[src/rtl/reg_transfer_ctrl.sv]
// Strobe sequencer for the A/X/Y/S register group: runs the transfer and
// load-immediate opcodes as DECODE -> DRIVE -> LATCH -> FIN, or DECODE -> ERR.
module reg_transfer_ctrl (
    input  logic       CLK,
    input  logic       RST,
    input  logic       START,
    input  logic [7:0] OPCODE,
    input  logic [7:0] OPERAND,
    output logic       A_LOAD,
    output logic       X_LOAD,
    output logic       Y_LOAD,
    output logic       S_LOAD,
    output logic       A_BE,
    output logic       X_BE,
    output logic       Y_BE,
    output logic       S_BE,
    output logic       IMM_BE,
    output logic [7:0] IMM_DATA,
    output logic       FLAG_LOAD,
    output logic       BUSY,
    output logic       DONE,
    output logic       ILLEGAL
);

    typedef enum logic [2:0] {
        ST_IDLE   = 3'd0,
        ST_DECODE = 3'd1,
        ST_DRIVE  = 3'd2,
        ST_LATCH  = 3'd3,
        ST_FIN    = 3'd4,
        ST_ERR    = 3'd5
    } state_t;

    // Source one-hot order {IMM,S,Y,X,A}; destination order {S,Y,X,A}.
    localparam logic [4:0] SRC_A   = 5'b00001;
    localparam logic [4:0] SRC_X   = 5'b00010;
    localparam logic [4:0] SRC_Y   = 5'b00100;
    localparam logic [4:0] SRC_S   = 5'b01000;
    localparam logic [4:0] SRC_IMM = 5'b10000;
    localparam logic [3:0] DST_A   = 4'b0001;
    localparam logic [3:0] DST_X   = 4'b0010;
    localparam logic [3:0] DST_Y   = 4'b0100;
    localparam logic [3:0] DST_S   = 4'b1000;

    state_t     state_q, state_d;
    logic [7:0] opcode_q, opcode_d;
    logic [7:0] imm_q, imm_d;

    logic [4:0] be_q, be_d;
    logic [3:0] load_q, load_d;
    logic       flag_q, flag_d;
    logic       busy_q, busy_d;
    logic       done_q, done_d;
    logic       illegal_q, illegal_d;

    logic       op_legal;
    logic [4:0] op_src;
    logic [3:0] op_dst;
    logic       op_flag;

    always_comb begin
        op_legal = 1'b1;
        op_src   = 5'b0;
        op_dst   = 4'b0;
        op_flag  = 1'b1;
        case (opcode_q)
            8'hAA: begin op_src = SRC_A;   op_dst = DST_X; end
            8'hA8: begin op_src = SRC_A;   op_dst = DST_Y; end
            8'h8A: begin op_src = SRC_X;   op_dst = DST_A; end
            8'h98: begin op_src = SRC_Y;   op_dst = DST_A; end
            8'hBA: begin op_src = SRC_S;   op_dst = DST_X; end
            8'h9A: begin op_src = SRC_X;   op_dst = DST_S; op_flag = 1'b0; end
            8'hA9: begin op_src = SRC_IMM; op_dst = DST_A; end
            8'hA2: begin op_src = SRC_IMM; op_dst = DST_X; end
            8'hA0: begin op_src = SRC_IMM; op_dst = DST_Y; end
            default: begin
                op_legal = 1'b0;
                op_flag  = 1'b0;
            end
        endcase
    end

    always_comb begin
        state_d  = state_q;
        opcode_d = opcode_q;
        imm_d    = imm_q;
        case (state_q)
            ST_IDLE: begin
                if (START) begin
                    opcode_d = OPCODE;
                    imm_d    = OPERAND;
                    state_d  = ST_DECODE;
                end
            end
            ST_DECODE: state_d = op_legal ? ST_DRIVE : ST_ERR;
            ST_DRIVE:  state_d = ST_LATCH;
            ST_LATCH:  state_d = ST_FIN;
            ST_FIN:    state_d = ST_IDLE;
            ST_ERR:    state_d = ST_IDLE;
            default:   state_d = ST_IDLE;
        endcase
    end

    // Outputs are decoded from the upcoming state so the registered strobes
    // line up with the state they belong to. The opcode is stable whenever
    // the upcoming state is DRIVE or LATCH, so opcode_q is sufficient here.
    always_comb begin
        busy_d    = (state_d == ST_DECODE) || (state_d == ST_DRIVE) || (state_d == ST_LATCH);
        be_d      = ((state_d == ST_DRIVE) || (state_d == ST_LATCH)) ? op_src : 5'b0;
        load_d    = (state_d == ST_LATCH) ? op_dst : 4'b0;
        flag_d    = (state_d == ST_LATCH) && op_flag;
        done_d    = (state_d == ST_FIN);
        illegal_d = (state_d == ST_ERR);
    end

    always_ff @(posedge CLK) begin
        if (RST) begin
            state_q   <= ST_IDLE;
            opcode_q  <= 8'h00;
            imm_q     <= 8'h00;
            be_q      <= 5'b0;
            load_q    <= 4'b0;
            flag_q    <= 1'b0;
            busy_q    <= 1'b0;
            done_q    <= 1'b0;
            illegal_q <= 1'b0;
        end else begin
            state_q   <= state_d;
            opcode_q  <= opcode_d;
            imm_q     <= imm_d;
            be_q      <= be_d;
            load_q    <= load_d;
            flag_q    <= flag_d;
            busy_q    <= busy_d;
            done_q    <= done_d;
            illegal_q <= illegal_d;
        end
    end

    assign A_BE      = be_q[0];
    assign X_BE      = be_q[1];
    assign Y_BE      = be_q[2];
    assign S_BE      = be_q[3];
    assign IMM_BE    = be_q[4];
    assign A_LOAD    = load_q[0];
    assign X_LOAD    = load_q[1];
    assign Y_LOAD    = load_q[2];
    assign S_LOAD    = load_q[3];
    assign FLAG_LOAD = flag_q;
    assign BUSY      = busy_q;
    assign DONE      = done_q;
    assign ILLEGAL   = illegal_q;
    assign IMM_DATA  = imm_q;

endmodule

[config.mk]
export PLATFORM = sky130hd
export DESIGN_NAME = reg_transfer_ctrl
export DESIGN_NICKNAME = d
export VERILOG_FILES = /design/src/rtl/reg_transfer_ctrl.sv
export SDC_FILE = /design/constraint.sdc
export NUM_CORES = 1
export LEC_CHECK = 0
export BUFFER_PORTS_ARGS = -buffer_cell sky130_fd_sc_hd__buf_2
export CORE_MARGIN = 8
export CORE_UTILIZATION = 49
export DETAILED_ROUTE_END_ITERATION = 7
export PLACE_DENSITY_LB_ADDON = 0.3
export SETUP_SLACK_MARGIN = 0.02
export SYNTH_ARGS = -nofsm -noshare
export SYNTH_HDL_FRONTEND = slang
export SYNTH_SLANG_ARGS = --single-unit
[constraint.sdc]
create_clock -name CLK -period 1.7 [get_ports CLK]
set_clock_uncertainty 0.05 [all_clocks]
set_input_delay 0 -clock CLK [delete_from_list [all_inputs] [get_ports CLK]]
set_output_delay 0 -clock CLK [all_outputs]
set_load 0.05 [all_outputs]
---- Word level (Yosys, flattened, before mapping) ----
Index checks and enable logic that the tools add are counted.
storage, ports and cells
  register bits ........................... 32
  bits of input ports ..................... 19
  output and inout port bits .............. 21
  logic and storage cells ................. 51
cells by class
  equality and inequality tests ........... 17
  muxes and demuxes ....................... 7
  bitwise gates (word level) .............. 2
  reduce and logical (&&, ||, !) cells .... 16
operators by type and width
  operator                                                         number
  8-bit == test, second input constant                             9
  5-bit case mux with 5 select lines                               1
  4-bit case mux with 4 select lines                               1
  3-bit by 2-bit == test with 1-bit output, second input constant  4
  3-bit case mux with 4 select lines                               1
  2-bit OR reduction                                               5
  3-bit OR reduction                                               3
  9-bit OR reduction                                               1
  8-bit OR reduction                                               1
  3-bit by 1-bit == test with 1-bit output, second input constant  2
  3-bit == test, second input constant                             2
  3-bit 2-to-1 mux                                                 2
  3-bit logical NOT                                                1
  1-bit logical OR                                                 3
  1-bit 2-to-1 mux                                                 2
  1-bit NOT                                                        2
  2-bit AND reduction                                              1
  1-bit logical AND                                                1

---- Depth between registers and ports, before layout ----
  word-level depth ........................ 9
  depth in mapped cells ................... 5
  gate-level depth less buffers ........... 4

---- Least setup slack after synthesis ----
No wires, ideal clock.
  kind .................................... register -> register
  start point ............................. reg opcode_q[2]
  end point ............................... reg be_q[4]
  library setup time ...................... 0.073 ns
  data arrival time ....................... 1.359 ns
  required time ........................... 1.577 ns
  slack ................................... 0.217 ns
  stages on the path, launching flop included .. 5
  buffers on the path ..................... 1
  period minus slack after synthesis ...... 1.483 ns
  cell sequence ........................... dfxtp_1 > or3b_1 > buf_2 > a2111o_1 > nor3_2
on the way
  word-level cells in the longest chain between the ends .. 9
  elaborated cells between the ends (all ways) .. 22
  classes of those cells .................. 11 x eq/ne; 4 x mux; 1 x bitwise; 6 x reduce/logical
ends and longest elaborated chain
  item                                      RTL line  source
  start, declared                           46        logic [7:0] opcode_q, opcode_d;
  start signal, assigned                    129       opcode_q <= opcode_d;
  8-bit == test                             66        case (opcode_q)
  9-bit OR reduction (no source line)       --
  1-bit 2-to-1 mux                          66
  3-bit 2-to-1 mux                          95        ST_DECODE: state_d = op_legal ? ST_DRIVE : ST_ERR;
  3-bit case mux with 4 select lines        87        case (state_q)
  3-bit by 2-bit == test with 1-bit output  109       be_d = ((state_d == ST_DRIVE) || (state_d == ST_LATCH)) ? op_src : 5'b0;
  1-bit logical OR                          109
  1-bit NOT (no source line)                --
  2-bit OR reduction (no source line)       --
  end signal, assigned                      121       be_q <= 5'b0;
  end signal, assigned                      131       be_q <= be_d;
  end, declared                             49        logic [4:0] be_q, be_d;
Parallel ways exist; a longest one is shown, timed or not.
A chain may end at the register's enable or synchronous reset.

---- Final worst setup path ----
  start point ............................. reg opcode_q[2]
  end point ............................... reg be_q[2]
Same word-level chain as after synthesis.

==> reports/metrics.sh <==
N_ANTENNA_CELL=0
VIA_COUNT=1232
DRTITER0DRC=31
WORSTREGTOREGCELLS=3
START_KIND='flop'
POWER.IR.VDD_WORST_mV=0.783
DR.PASS1.ITERS=4
WL_UM=3220
TIMING.CRITICAL_PATH.MAX_DELAY_FAMILY='simple AND/OR/NAND/NOR gates'
MOSTFREQUENTLAYOUTCELL='sky130_fd_sc_hd__buf_2'
DIE_W_UM=66.5
FMAX_MHz=627
HTREE_NUM_LEVELS=2
PWR-SHARE-SEQ_PCT=53.5
TRITONCTS_CLOCK_TREE='yes'
ANT_NETS=0
CRITICAL_PATH_PEAK_FANOUT=6
WORSTPATHCELLLIST='or3b_1, a2111o_1, nor4_2'
SYNTH-COMPOUND-AREA-SHARE_PCT=15.6
TIMING.FINAL.MAX_SLEW_VIOLATIONS=0
GR-USAGE-ALL-LAYERS_PCT=16.1
POWER.STATIC_LEAKAGE_nW=0.755
DESIGN.DIE.AREA_UM2=4430
INITIAL_ANTENNA_VIOLATION_COUNT=0
YOSYS.AREA_SHARE.ADDER_PCT=0
GRT_PASS1_VIAS=1206
FP.DIEH_UM=66.5
FLOW.AREA_GROWTH_FROM_SYNTHESIS_PCT=35.8
SYNTH_AREA_UM2=1250
TIMING.FINAL.SETUP_VIOLATIONS=0
PLACEABLECOREAREA_UM2=2450
WORSTSETUPPATHTYPE='flop to flop'
START_UTIL_PCT=51.0
SHARE_COMB_OF_TOTAL_POWER_PCT=17.4
PLACEMENT_ROWS=18
GRT_SETUP_UNREPAIRED='true'
MINIMUM_PERIOD_IMPLIED_BY_THE_FINAL_WORST_SETUP_SLACK_NS=1.59
BUFFER_PORTS.INSERTED=39
POWERDENSITY_nW_PER_UM2=901
SYNTH.AVG_CELL_AREA_UM2=8.69
CTS-ROOT-TO-SINK-BUFFERS=2
TRITONCTS.NUM_BUFFERS=5
POWER_REPORT.INTERNAL_TOTAL_mW=1.09
FIN_WORST_HOLD_SLACK_NS=0.0288
POWER.SHARE.SWITCHING_PCT=28.5
YS.WARNINGS.COUNT=0
FIN_SETUP_TNS_NS=0
POST_SYNTH_INST_COUNT=144
HOLDPATHSTAGES=2
ENDPOINT_KIND='flop'
DETAIL_ROUTE.VIAS_PER_CELL=5.31
FIN_UTIL_PCT=69.2
SYNTHMUXAREASHARE_PCT=0.800
SYNTH_CELL_TYPES=34
MULTI_INPUT_COMB_AREA_UM2=572
CP_SLOWEST_STAGE_DELAY_NS=0.48
FINALHOLDVIOLATIONS=0
SEQ_AREA_FRAC_SYNTH_PCT=51.2
CLOCK_EDGE_TRANSITION_AT_THE_REGISTERS_ON_THE_REPORTED_SETUP_AND_HOLD_PATHS_NS=0.09
LAYOUT_COMMON_CELLS='sky130_fd_sc_hd__buf_2, sky130_fd_sc_hd__nand2_1, sky130_fd_sc_hd__dfxtp_1, sky130_fd_sc_hd__a21oi_1, sky130_fd_sc_hd__dlygate4sd3_1'
FINAL_DESIGN_AREA_NO_FILL_UM2=1700
TIMING.CRITICAL_PATH.DEPTH=3
SYN-NUM-NETS=163
YS_SEQ_ELEMENTS=32
WORST_EP_ARRIVAL_TIME_NS=1.79
CRITICAL_PATH.N_BUFFERS_INVERTERS=0
CPMAXSTAGEDELAYCELL='sky130_fd_sc_hd__or3b_1'
WORST_PIN_SLEW_NS=0.377
INSERTION_DELAY_NS=0.33
WORSTPATHREQUIRED_NS=1.89
DRV.MAX_CAP_VIOLATION_COUNT=0
POST_SYNTH_AND_OR_NAND_NOR_AREA_FRACTION_PCT=28.2
GLOBAL_ROUTE.OVERFLOW_TOTAL=0
SHARE_OF_CELLS_ABOVE_DRIVE_STRENGTH_1_PCT=28.2
DETAILED_PLACE.AREA_UM2=1470
SEQUENTIAL_STANDARD_CELL_AREA_UM2=642
TIMING.HOLD.WORST.CLASS='primary input to flop'
NET-SWITCHING-POWER_mW=0.437
HPWL_UM=2230
DESIGN.PORTCOUNT=40
POST_ROUTE_DRC_VIOLATION_COUNT=0
CTSROOTBUFFERMASTER='sky130_fd_sc_hd__clkbuf_4'
ROUTABILITYCONGESTION=0.831
NETS=220
OUTCOME='complete, no violations'
SLEW_HEADROOM_PCT=74.9
LARGEST_NET_DEGREE_AT_THE_START_OF_GLOBAL_ROUTING=23
MAIN_COMBINATIONAL_CELL_FAMILY_BY_AREA_AFTER_SYNTHESIS='simple AND/OR/NAND/NOR gates'
POST_DRT_WL_PER_CELL_UM=13.9
CLOCK_GROUP_SHARE_OF_TOTAL_POWER_PCT=29.1
NUMBER_OF_CLOCK_SINKS_SEEN_BY_CTS=32
LAYOUT.FILLER_CELLS=197
FINALCRITPERIODSHARE_PCT=93.8
SYNTH_XOR_XNOR_AREA_SHARE_PCT=0.700
WIRE_LENGTH_OF_THE_FIRST_GLOBAL_ROUTING_PASS_UM=5550
[path summary, 6_finish.rpt]
check,slack (ns),from,to
setup / recovery,0.11,opcode_q[2]$_SDFFE_PP0P_,be_q[2]$_SDFF_PP0_
hold / removal,0.03,RST,opcode_q[1]$_SDFFE_PP0P_
setup reg to reg,0.11,opcode_q[2]$_SDFFE_PP0P_,be_q[2]$_SDFF_PP0_
hold reg to reg,0.41,IMM_DATA[7]$_SDFFE_PP0P_,IMM_DATA[7]$_SDFFE_PP0P_
[final cells by class]
type / instances / share of cell area, %
flip-flops and latches: 32 / 37.8
multi-input cells: 102 / 33.7
repair buffers: 59 / 22.7
clock buffers: 8 / 3.46
well taps: 30 / 2.21
inverters: 1 / 0.221
[routing by layer]
metal	GRT usage, %	vias up	share of wire (%)
met4	6.40	0	1.1
met5	0	-	0
met3	6.88	5	6.9
met2	27.1	36	50
met1	17.5	582	42
li1	-	609	-
[registers in the layout, indices dropped and copies added, names as in the netlist]
signal	count
IMM_DATA	8
opcode_q	8
be_q	5
load_q	4
state_q	3
BUSY	1
DONE	1
FLAG_LOAD	1
ILLEGAL	1
[cells in the mapped netlist]
cell / count / area share [%]
sky130_fd_sc_hd__o211a_1: 2 / 1.6
sky130_fd_sc_hd__or3_1: 1 / 0.50
sky130_fd_sc_hd__nor4_1: 2 / 1.0
sky130_fd_sc_hd__nor4_2: 1 / 1.0
sky130_fd_sc_hd__buf_2: 5 / 2.0
sky130_fd_sc_hd__nor3_2: 1 / 0.80
sky130_fd_sc_hd__nand2b_1: 5 / 2.5
sky130_fd_sc_hd__a2111oi_0: 1 / 0.70
sky130_fd_sc_hd__and3b_1: 1 / 0.70
sky130_fd_sc_hd__inv_1: 1 / 0.30
sky130_fd_sc_hd__a21oi_1: 22 / 8.8
sky130_fd_sc_hd__nor2_1: 6 / 1.8
sky130_fd_sc_hd__o221a_2: 1 / 0.90
sky130_fd_sc_hd__nand3_1: 2 / 0.80
sky130_fd_sc_hd__a31o_2: 1 / 0.70
sky130_fd_sc_hd__nor3_1: 2 / 0.80
sky130_fd_sc_hd__o21ai_0: 1 / 0.40
sky130_fd_sc_hd__mux2i_1: 1 / 0.80
sky130_fd_sc_hd__o21ai_1: 1 / 0.40
sky130_fd_sc_hd__a2111o_1: 1 / 0.90
sky130_fd_sc_hd__nand2_1: 36 / 11
sky130_fd_sc_hd__or3b_1: 1 / 0.70
sky130_fd_sc_hd__dfxtp_1: 32 / 51
sky130_fd_sc_hd__nor2b_1: 2 / 1.0
sky130_fd_sc_hd__or4b_1: 2 / 1.6
sky130_fd_sc_hd__o31ai_1: 1 / 0.60
sky130_fd_sc_hd__clkbuf_1: 4 / 1.2
sky130_fd_sc_hd__nor4b_2: 1 / 1.2
sky130_fd_sc_hd__o21bai_1: 1 / 0.60
sky130_fd_sc_hd__nor3b_1: 2 / 1.2
sky130_fd_sc_hd__xnor2_1: 1 / 0.70
sky130_fd_sc_hd__nand3b_1: 1 / 0.60
sky130_fd_sc_hd__nand2b_2: 1 / 0.70
sky130_fd_sc_hd__and3_1: 1 / 0.50
[metrics by stage]
stage | cells | total power, mW | worst slack [ns]
after global routing | 232 | 1.61 | 0.0186
after floorplan | 144 | 0.999 | 0.217
after detailed placement | 208 | 1.07 | 0.126
final | 232 | 1.53 | 0.105
after CTS | 232 | 1.55 | 0.111
after global placement | 208 | 1.06 | 0.201
[worst reg2reg max path: cells and delay by family (launching register included)]
family,cells,cell delay (ns)
flops,1,0.33
compound gates,1,0.48
simple gates,2,0.65
[cells by family (layout without fill, tap and decap cells)]
group                     count (synthesis)  after routing
DFF                                      32             32
and+or+nand+nor                          68             68
xor gates and xnor gates                  1              1
muxes                                     1              1
buffers and inverters                    10             68
AOI/OAI and AO/OA                        32             32
[repair_timing]
action | CTS | global route
gates resized for setup | 0 | 2
buffers inserted | 0 | 0
endpoints found under the hold margin | 16 | 0
setup endpoints to repair | 0 | 2
hold buffers | 16 | 0
[power by group through the flow]
stage / Clock [mW] / Sequential (mW) / Combinational, mW
after floorplan: 0 / 0.881 / 0.118
after global placement: 0 / 0.833 / 0.231
after detailed placement: 0 / 0.836 / 0.235
after CTS: 0.463 / 0.819 / 0.264
after global routing: 0.492 / 0.826 / 0.289
final: 0.445 / 0.820 / 0.266
Power figures use the tool's default switching activity.
